## src/rtl/piso_serial_tx.sv

```systemverilog
// Framed parallel-in/serial-out transmitter: start bit, WIDTH data bits, optional parity, stop bit.
// Optional even-parity bit is enabled by defining PISO_SERIAL_TX_PARITY_EN.
module piso_serial_tx #(
  parameter int WIDTH     = 4,
  parameter bit MSB_FIRST = 1'b0
) (
  input  logic             clk,
  input  logic             reset,
  input  logic [WIDTH-1:0] load_data,
  input  logic             load_valid,
  output logic             load_ready,
  output logic             ser_out,
  output logic             ser_frame,
  output logic             busy,
  output logic             done
);

  localparam int CW = (WIDTH > 1) ? $clog2(WIDTH) : 1;
  localparam logic [CW-1:0] LAST = CW'(WIDTH - 1);

  typedef enum logic [2:0] {
    IDLE,
    START,
    DATA,
`ifdef PISO_SERIAL_TX_PARITY_EN
    PARITY,
`endif
    STOP
  } state_t;

  state_t           state, next_state;
  logic [WIDTH-1:0] sreg, sreg_d;
  logic [CW-1:0]    cnt, cnt_d;
  logic             ser_out_d, ser_frame_d, done_d;
  logic             xfer;
`ifdef PISO_SERIAL_TX_PARITY_EN
  logic             par, par_d;
`endif

  assign load_ready = (state == IDLE) || (state == STOP);
  assign busy       = (state != IDLE);
  assign xfer       = load_valid && load_ready;

  // State register
  always_ff @(posedge clk) begin
    if (reset) state <= IDLE;
    else       state <= next_state;
  end

  // Next-state logic
  always_comb begin
    next_state = state;
    unique case (state)
      IDLE:  if (xfer) next_state = START;
      START: next_state = DATA;
      DATA:
        if (cnt == LAST) begin
`ifdef PISO_SERIAL_TX_PARITY_EN
          next_state = PARITY;
`else
          next_state = STOP;
`endif
        end
`ifdef PISO_SERIAL_TX_PARITY_EN
      PARITY: next_state = STOP;
`endif
      STOP:  next_state = xfer ? START : IDLE;
      default: next_state = IDLE;
    endcase
  end

  // Output logic: computes what the line carries in the next state so ser_out is a flop.
  always_comb begin
    sreg_d = sreg;
    cnt_d  = cnt;
`ifdef PISO_SERIAL_TX_PARITY_EN
    par_d  = par;
`endif
    if (xfer) begin
      sreg_d = load_data;
      cnt_d  = '0;
`ifdef PISO_SERIAL_TX_PARITY_EN
      par_d  = ^load_data;
`endif
    end else if (state == DATA) begin
      sreg_d = MSB_FIRST ? (sreg << 1) : (sreg >> 1);
      cnt_d  = cnt + CW'(1);
    end

    ser_out_d   = 1'b1;
    ser_frame_d = 1'b0;
    done_d      = 1'b0;
    unique case (next_state)
      IDLE:  ser_out_d = 1'b1;
      START: ser_out_d = 1'b0;
      DATA: begin
        ser_out_d   = MSB_FIRST ? sreg_d[WIDTH-1] : sreg_d[0];
        ser_frame_d = 1'b1;
      end
`ifdef PISO_SERIAL_TX_PARITY_EN
      PARITY: begin
        ser_out_d   = par;
        ser_frame_d = 1'b1;
      end
`endif
      STOP: begin
        ser_out_d = 1'b1;
        done_d    = 1'b1;
      end
      default: ser_out_d = 1'b1;
    endcase
  end

  always_ff @(posedge clk) begin
    if (reset) begin
      sreg      <= '0;
      cnt       <= '0;
      ser_out   <= 1'b1;
      ser_frame <= 1'b0;
      done      <= 1'b0;
`ifdef PISO_SERIAL_TX_PARITY_EN
      par       <= 1'b0;
`endif
    end else begin
      sreg      <= sreg_d;
      cnt       <= cnt_d;
      ser_out   <= ser_out_d;
      ser_frame <= ser_frame_d;
      done      <= done_d;
`ifdef PISO_SERIAL_TX_PARITY_EN
      par       <= par_d;
`endif
    end
  end

endmodule

```

## config.mk

```make
export PLATFORM = sky130hd
export DESIGN_NAME = piso_serial_tx
export DESIGN_NICKNAME = d
export VERILOG_FILES = /design/src/rtl/piso_serial_tx.sv
export SDC_FILE = /design/constraint.sdc
export NUM_CORES = 1
export LEC_CHECK = 0
export ABC_CLOCK_PERIOD_IN_PS = 1300
export BUFFER_PORTS_ARGS = -buffer_cell sky130_fd_sc_hd__buf_2
export CORE_MARGIN = 8
export CORE_UTILIZATION = 25
export CTS_CLUSTER_SIZE = 14
export DETAILED_ROUTE_END_ITERATION = 8
export SYNTH_ARGS = -nofsm -noshare
export SYNTH_HDL_FRONTEND = slang
export SYNTH_SLANG_ARGS = --single-unit
```

## constraint.sdc

```tcl
create_clock -name clk -period 1.3 [get_ports clk]
set_clock_uncertainty 0.05 [all_clocks]
set_input_delay 0.13 -clock clk [delete_from_list [all_inputs] [get_ports clk]]
set_output_delay 0.13 -clock clk [all_outputs]
set_load 0.005 [all_outputs]
```

==> results of run 1 <==
[metal layers]
layer  vias to the layer above  part of all wire, %  GRT usage, %
met2                        10                   48         8.745
li1                        225                    -             -
met5                         -                    0             0
met3                         2                   10         5.300
met1                       204                   41         5.793
met4                         0                  1.0         2.507
[sequential cells by signal, summed over array words and instances (netlist names)]
name and cells:
state 3, sreg 4, ser_out 1, ser_frame 1, done 1, cnt 2
[final cells by class]
cell class,instances,area [um^2]
Sequential cell,12,249.0
Clock buffer,3,22.52
Fill cell,230,1389
Timing Repair Buffer,17,113.9
Multi-Input combinational cell,40,360.3
Tap cell,28,35.03
[through the flow]
step	setup slack [ns]	area (um^2)	TNS (ns)
5_1_grt	-0.06440	780.7	-0.2601
3_5_place_dp	-0.01930	648.1	-0.07539
3_3_place_gp	-0.01647	648.1	-0.03055
2_1_floorplan	0.09567	560.5	0
4_1_cts	-0.02273	716.9	-0.02273
6_report	-0.01965	780.7	-0.03315
[how the worst max path moves through the flow]
| stage | slack (ns) | start | cells after the start | endpoint |
|---|---|---|---|---|
| after floorplan | 0.1 | state[2] | 5 | ser_out |
| after global placement | -0.02 | state[0] | 4 | sreg[0] |
| after global routing | -0.06 | state[2] | 2 | busy |
| after detailed placement | -0.02 | state[0] | 4 | sreg[0] |
| after CTS | -0.02 | state[0] | 2 | busy |
| final | -0.02 | state[0] | 2 | busy |
[kinds of logic after synthesis]
logic type | after synthesis | synth area share, %
other cells | 1 | 0.6690
compound gates | 9 | 14.51
flops | 12 | 42.86
simple gates | 26 | 30.36
fa+ha+maj | 1 | 2.232
buf+inv | 3 | 3.124
mux | 1 | 1.786
xor+xnor | 2 | 4.465
[report_power, final]
part / switching (W) / internal, W
Sequential: 0.0000185 / 0.000382
Combinational: 0.0000562 / 0.0000675
Clock: 0.000112 / 0.000107
Total: 0.000186 / 0.000556
[worst min-delay path, stage by stage]
cell	delay (ns)
buf_2	0.09
nand2_1	0.04
a21oi_1	0.05
[cell usage after synthesis (all sizes together)]
master	instances
xnor2	2
nor2b	3
ha	1
and2	2
dfxtp	12
a21oi	3
nand3	1
o22ai	1
or3	1
nor3	5
a22oi	1
nor3b	1
conb	1
nor4	2
a21boi	1
mux2i	1
clkbuf	1
a211oi	3
nand2	6
nor2	5
buf	2
[what timing repair did]
action,CTS,global route
buffers inserted,3,1
pin swaps,3,7
setup endpoints to repair,7,10
resized for setup,7,10
[layout by cell type (no fill, tap or decap), types with 2 or more instances in the layout]
cell,netlist,routed
buf_6,0,3
a21oi_2,2,2
nand2_1,5,5
nor2_1,5,5
a211oi_2,2,3
buf_4,1,4
dfxtp_4,0,2
and2_4,2,2
dfxtp_1,12,9
buf_2,1,10
nor2b_1,3,3
nor3_2,3,4
clkbuf_4,0,3
==> impl_metrics.json, run 1 <==
{
  "yosysTopAreaCell": "dfxtp_1",
  "cp.buffers_inverters": 1,
  "fin_nets": 82,
  "routedWlPerCell_um": 12.50,
  "ios": 12,
  "critPathKind": "flip-flop to primary output",
  "antenna_found_initial": 0,
  "die-area_mm2": 0.004013,
  "hold_violations": 0,
  "final.setup.worst_slack_ns": -0.01965,
  "numCtsBuffers": 3,
  "drive_gt1_share_pct": 61.11,
  "routed_wl_um": 1250,
  "min_to": "sreg[3]",
  "place_hpwl_um": 810,
  "core_area_mm2": 0.002170,
  "vias_per_cell": 4.410,
  "yosysWarningCount": 0,
  "hp-class": "input pin to flip-flop",
  "reg2reg_slack_ns": 0.01,
  "power_w": 0.0007427,
  "start_util_pct": 25.84,
  "syn_nets": 63,
  "hold_buffers": 0,
  "first_global_vias": 442,
  "synth_top_area_share_pct": 42.86,
  "cellLeakagePower_nw": 0.2886,
  "cts_tree": "built",
  "fin_util_pct": 35.99,
  "firstDrtPassIters": 4,
  "slew_violations": 0,
  "cp.required_ns": 1.12,
  "grt_pass1_wl_um": 1863,
  "worst_setup_path_end_kind": "primary output",
  "crit_path_top_delay_cell": "or3_4",
  "rsz0062_at_grt": "true",
  "die_h_um": 63.35,
  "period_share_pct": 101.5,
  "maxCapViolations": 0,
  "ys_ff_latch": 12,
  "power_density_mw_per_mm2": 951.3,
  "clockBufferDepth": 2,
  "setup_viol": 2,
  "r2r_cells": 5,
  "max_freq_mhz": 757.8,
  "slowest_delay_ns": 0.38,
  "drt_iter0_markers": 8,
  "violations": "setup timing",
  "grt_usage_pct": 5.957,
  "yosysSeqAreaShare_pct": 42.86,
  "hp-start": "load_data[3]",
  "instances_no_fill": 100,
  "portBuffers": 11,
  "worstPathCellList": "or3_4 -> buf_6",
  "syn_area_um2": 560.5,
  "ys_types": 28,
  "grt_max_degree": 10,
  "r2r-end": "ser_out",
  "overflow": 0,
  "clock_sinks": 12,
  "cts-root-buf": "clkbuf_4",
  "netlist_instances": 55,
  "gp_congestion": 0.7863,
  "clk_pin_slew_worst_paths_ns": 0.07,
  "ant_nets": 0,
  "fp.dieW_um": 63.35,
  "timing.hold.ws_ns": 0.05002,
  "startpoint_type": "flip-flop",
  "status": "finished with violations",
  "diodes": 0,
  "vias": 441,
  "holdPathStages": 3,
  "post-route-min-period_ns": 1.320,
  "avgSynthCellArea_um2": 10.19,
  "numPlacedInstances": 93,
  "drc_errors": 0,
  "ys_top_cells_by_area": "dfxtp_1 43%, nor3_2 5.4%, a211oi_2 4.5%",
  "worstReg2RegStart": "state[0]",
  "critical_path.max_fanout": 3,
  "area_delta_synth_final_pct": 39.29,
  "insertion_delay_ns": 0.26,
  "row_count": 17,
  "arrival_ns": 1.14,
  "cts_max_level": 1,
  "critPathTopFamily": "simple AND/OR/NAND/NOR gates",
  "ir_drop_uv": 490.5
}
Note: power is estimated with default switching activity, not from simulation.
==> inputs of run 2 (changes only) <==
Settings changed: ABC_CLOCK_PERIOD_IN_PS 1300 to 1500.
Clock period 1.3 ns to 1.5 ns, I/O delays scaled along.
==> run 2 against run 1 <==
- the flow now finishes without violations
- sequential power down 13%
- global-route usage about the same
- non-clock buffer count is 6 lower
- power shrank 9.4%
- critical path type unchanged
==> impl_metrics.json, run 2 (same netlist as run 1, synthesis figures left out) <==
{
  "worstReg2RegStart": "cnt[0]",
  "grt_pass1_wl_um": 1828,
  "fin_nets": 76,
  "cts-root-buf": "clkbuf_4",
  "r2r-end": "ser_out",
  "ios": 12,
  "largest_register_ffs": 4,
  "power_w": 0.0006730,
  "clk_pin_slew_worst_paths_ns": 0.08,
  "antenna_found_initial": 0,
  "clock_sinks": 12,
  "hp-class": "input pin to flip-flop",
  "worst_setup_path_end_kind": "primary output",
  "drive_gt1_share_pct": 47.76,
  "core_area_mm2": 0.002170,
  "start_util_pct": 25.84,
  "place_hpwl_um": 851.4,
  "max_freq_mhz": 690.2,
  "startpoint_type": "flip-flop",
  "critical_path.max_fanout": 9,
  "reg_top3": "sreg x4, state x3, cnt x2",
  "insertion_delay_ns": 0.27,
  "cellLeakagePower_nw": 0.2520,
  "vias_per_cell": 4.337,
  "regMostFlops": "sreg",
  "pwr-share-comb_pct": 11.3,
  "routedWlPerCell_um": 11.51,
  "p_clk_share_pct": 37.1,
  "fin_tns_setup_ns": 0,
  "slowest_delay_ns": 0.43,
  "worstPathCellList": "or3_2 -> buf_2",
  "power_density_mw_per_mm2": 1002,
  "drt_iter0_markers": 12,
  "gp_congestion": 0.8483,
  "timing.hold.ws_ns": 0.07083,
  "arrival_ns": 1.25,
  "drc_errors": 0,
  "numCtsBuffers": 3,
  "vias": 412,
  "p_sw_share_pct": 22.96,
  "maxCapViolations": 0,
  "p_int_w": 0.0005185,
  "layout_commonest_cell": "buf_2",
  "reg2reg_slack_ns": 0.24,
  "final_cell_mix": "11 x buf_2, 10 x dfxtp_1, 5 x nor2_1, 5 x nand2_1",
  "post-route-min-period_ns": 1.449,
  "final.setup.worst_slack_ns": 0.05109,
  "r2r_cells": 4,
  "routed_wl_um": 1093,
  "first_global_vias": 387,
  "area_delta_synth_final_pct": 19.87,
  "cp.required_ns": 1.30,
  "rsz0062_at_grt": "false",
  "clockBufferDepth": 2,
  "cts_tree": "built",
  "crit_path_top_delay_cell": "or3_2",
  "endpoint": "busy",
  "portBuffers": 11,
  "setup_viol": 0,
  "ant_nets": 0,
  "grt_max_degree": 10,
  "diodes": 0,
  "critPathKind": "flip-flop to primary output",
  "switching_power_w": 0.0001545,
  "overflow": 0,
  "period_share_pct": 96.59,
  "status": "complete, no violations",
  "firstDrtPassIters": 4,
  "grt_usage_pct": 5.986,
  "die_h_um": 63.35,
  "cts_max_level": 1,
  "ir_drop_uv": 357.5,
  "die-area_mm2": 0.004013,
  "fp.dieW_um": 63.35,
  "crit_start": "state[2]",
  "power_frac_seq_pct": 51.6,
  "pre_cts_slack_ns": 0.1466,
  "hold_violations": 0,
  "slew_violations": 0,
  "row_count": 17
}
==> run 2: worst min-delay path by stage <==
stage	from	to	slack, ns	cells past startpoint
after floorplan	load_data[3]	sreg[3]	0.24	2
after global placement	load_data[3]	sreg[3]	0.35	3
after detailed placement	load_data[3]	sreg[3]	0.35	3
after CTS	load_data[3]	sreg[3]	0.06	3
after global routing	load_data[3]	sreg[3]	0.09	3
final	load_data[3]	sreg[3]	0.07	3
==> run 2: repair_timing <==
| action | in CTS | in global routing |
|---|---|---|
| cloned | 0 | 0 |
| endpoints found under the setup margin | 1 | 2 |
| hold buffers | 0 | 0 |
| buffers inserted | 0 | 0 |
| resized for setup | 1 | 1 |
==> run 2: area by class of cell <==
class / instances / area [um^2]
flip-flops and latches: 12 / 242.7
clock buffers: 4 / 36.28
fillers: 242 / 1498
repair buffers: 11 / 55.05
multi-input cells: 40 / 302.8
well taps: 28 / 35.03
==> run 2: worst max-delay path: cells and delay by family (launching register included) <==
family	cells	cell delay, ns
AND/OR/NAND/NOR	1	0.43
flip-flops	1	0.41
buffers and inverters	1	0.14
==> run 2: power by group through the flow <==
stage / clock [W] / sequential, W / combinational (W)
finish: 0.000250 / 0.000347 / 0.0000758
global route: 0.000277 / 0.000349 / 0.0000839
CTS: 0.000261 / 0.000347 / 0.0000770
detailed placement: 0 / 0.000354 / 0.0000765
global placement: 0 / 0.000354 / 0.0000758
floorplan: 0 / 0.000347 / 0.0000606
==> run 2: through the flow <==
step	util (%)	cell area [um^2]	instances
3_3_place_gp	29.18	633.1	91
4_1_cts	30.91	670.6	95
2_1_floorplan	-	560.5	55
3_5_place_dp	29.18	633.1	91
5_1_grt	30.97	671.9	95
6_report	30.97	671.9	95
==> run 2: metal layers <==
metal | global-route usage [%] | vias up | share of wire [%]
li1 | - | 212 | -
met1 | 5.775 | 188 | 43
met2 | 8.619 | 10 | 45
met3 | 4.064 | 2 | 9.6
met4 | 5.014 | 0 | 1.6
met5 | 0 | - | 0
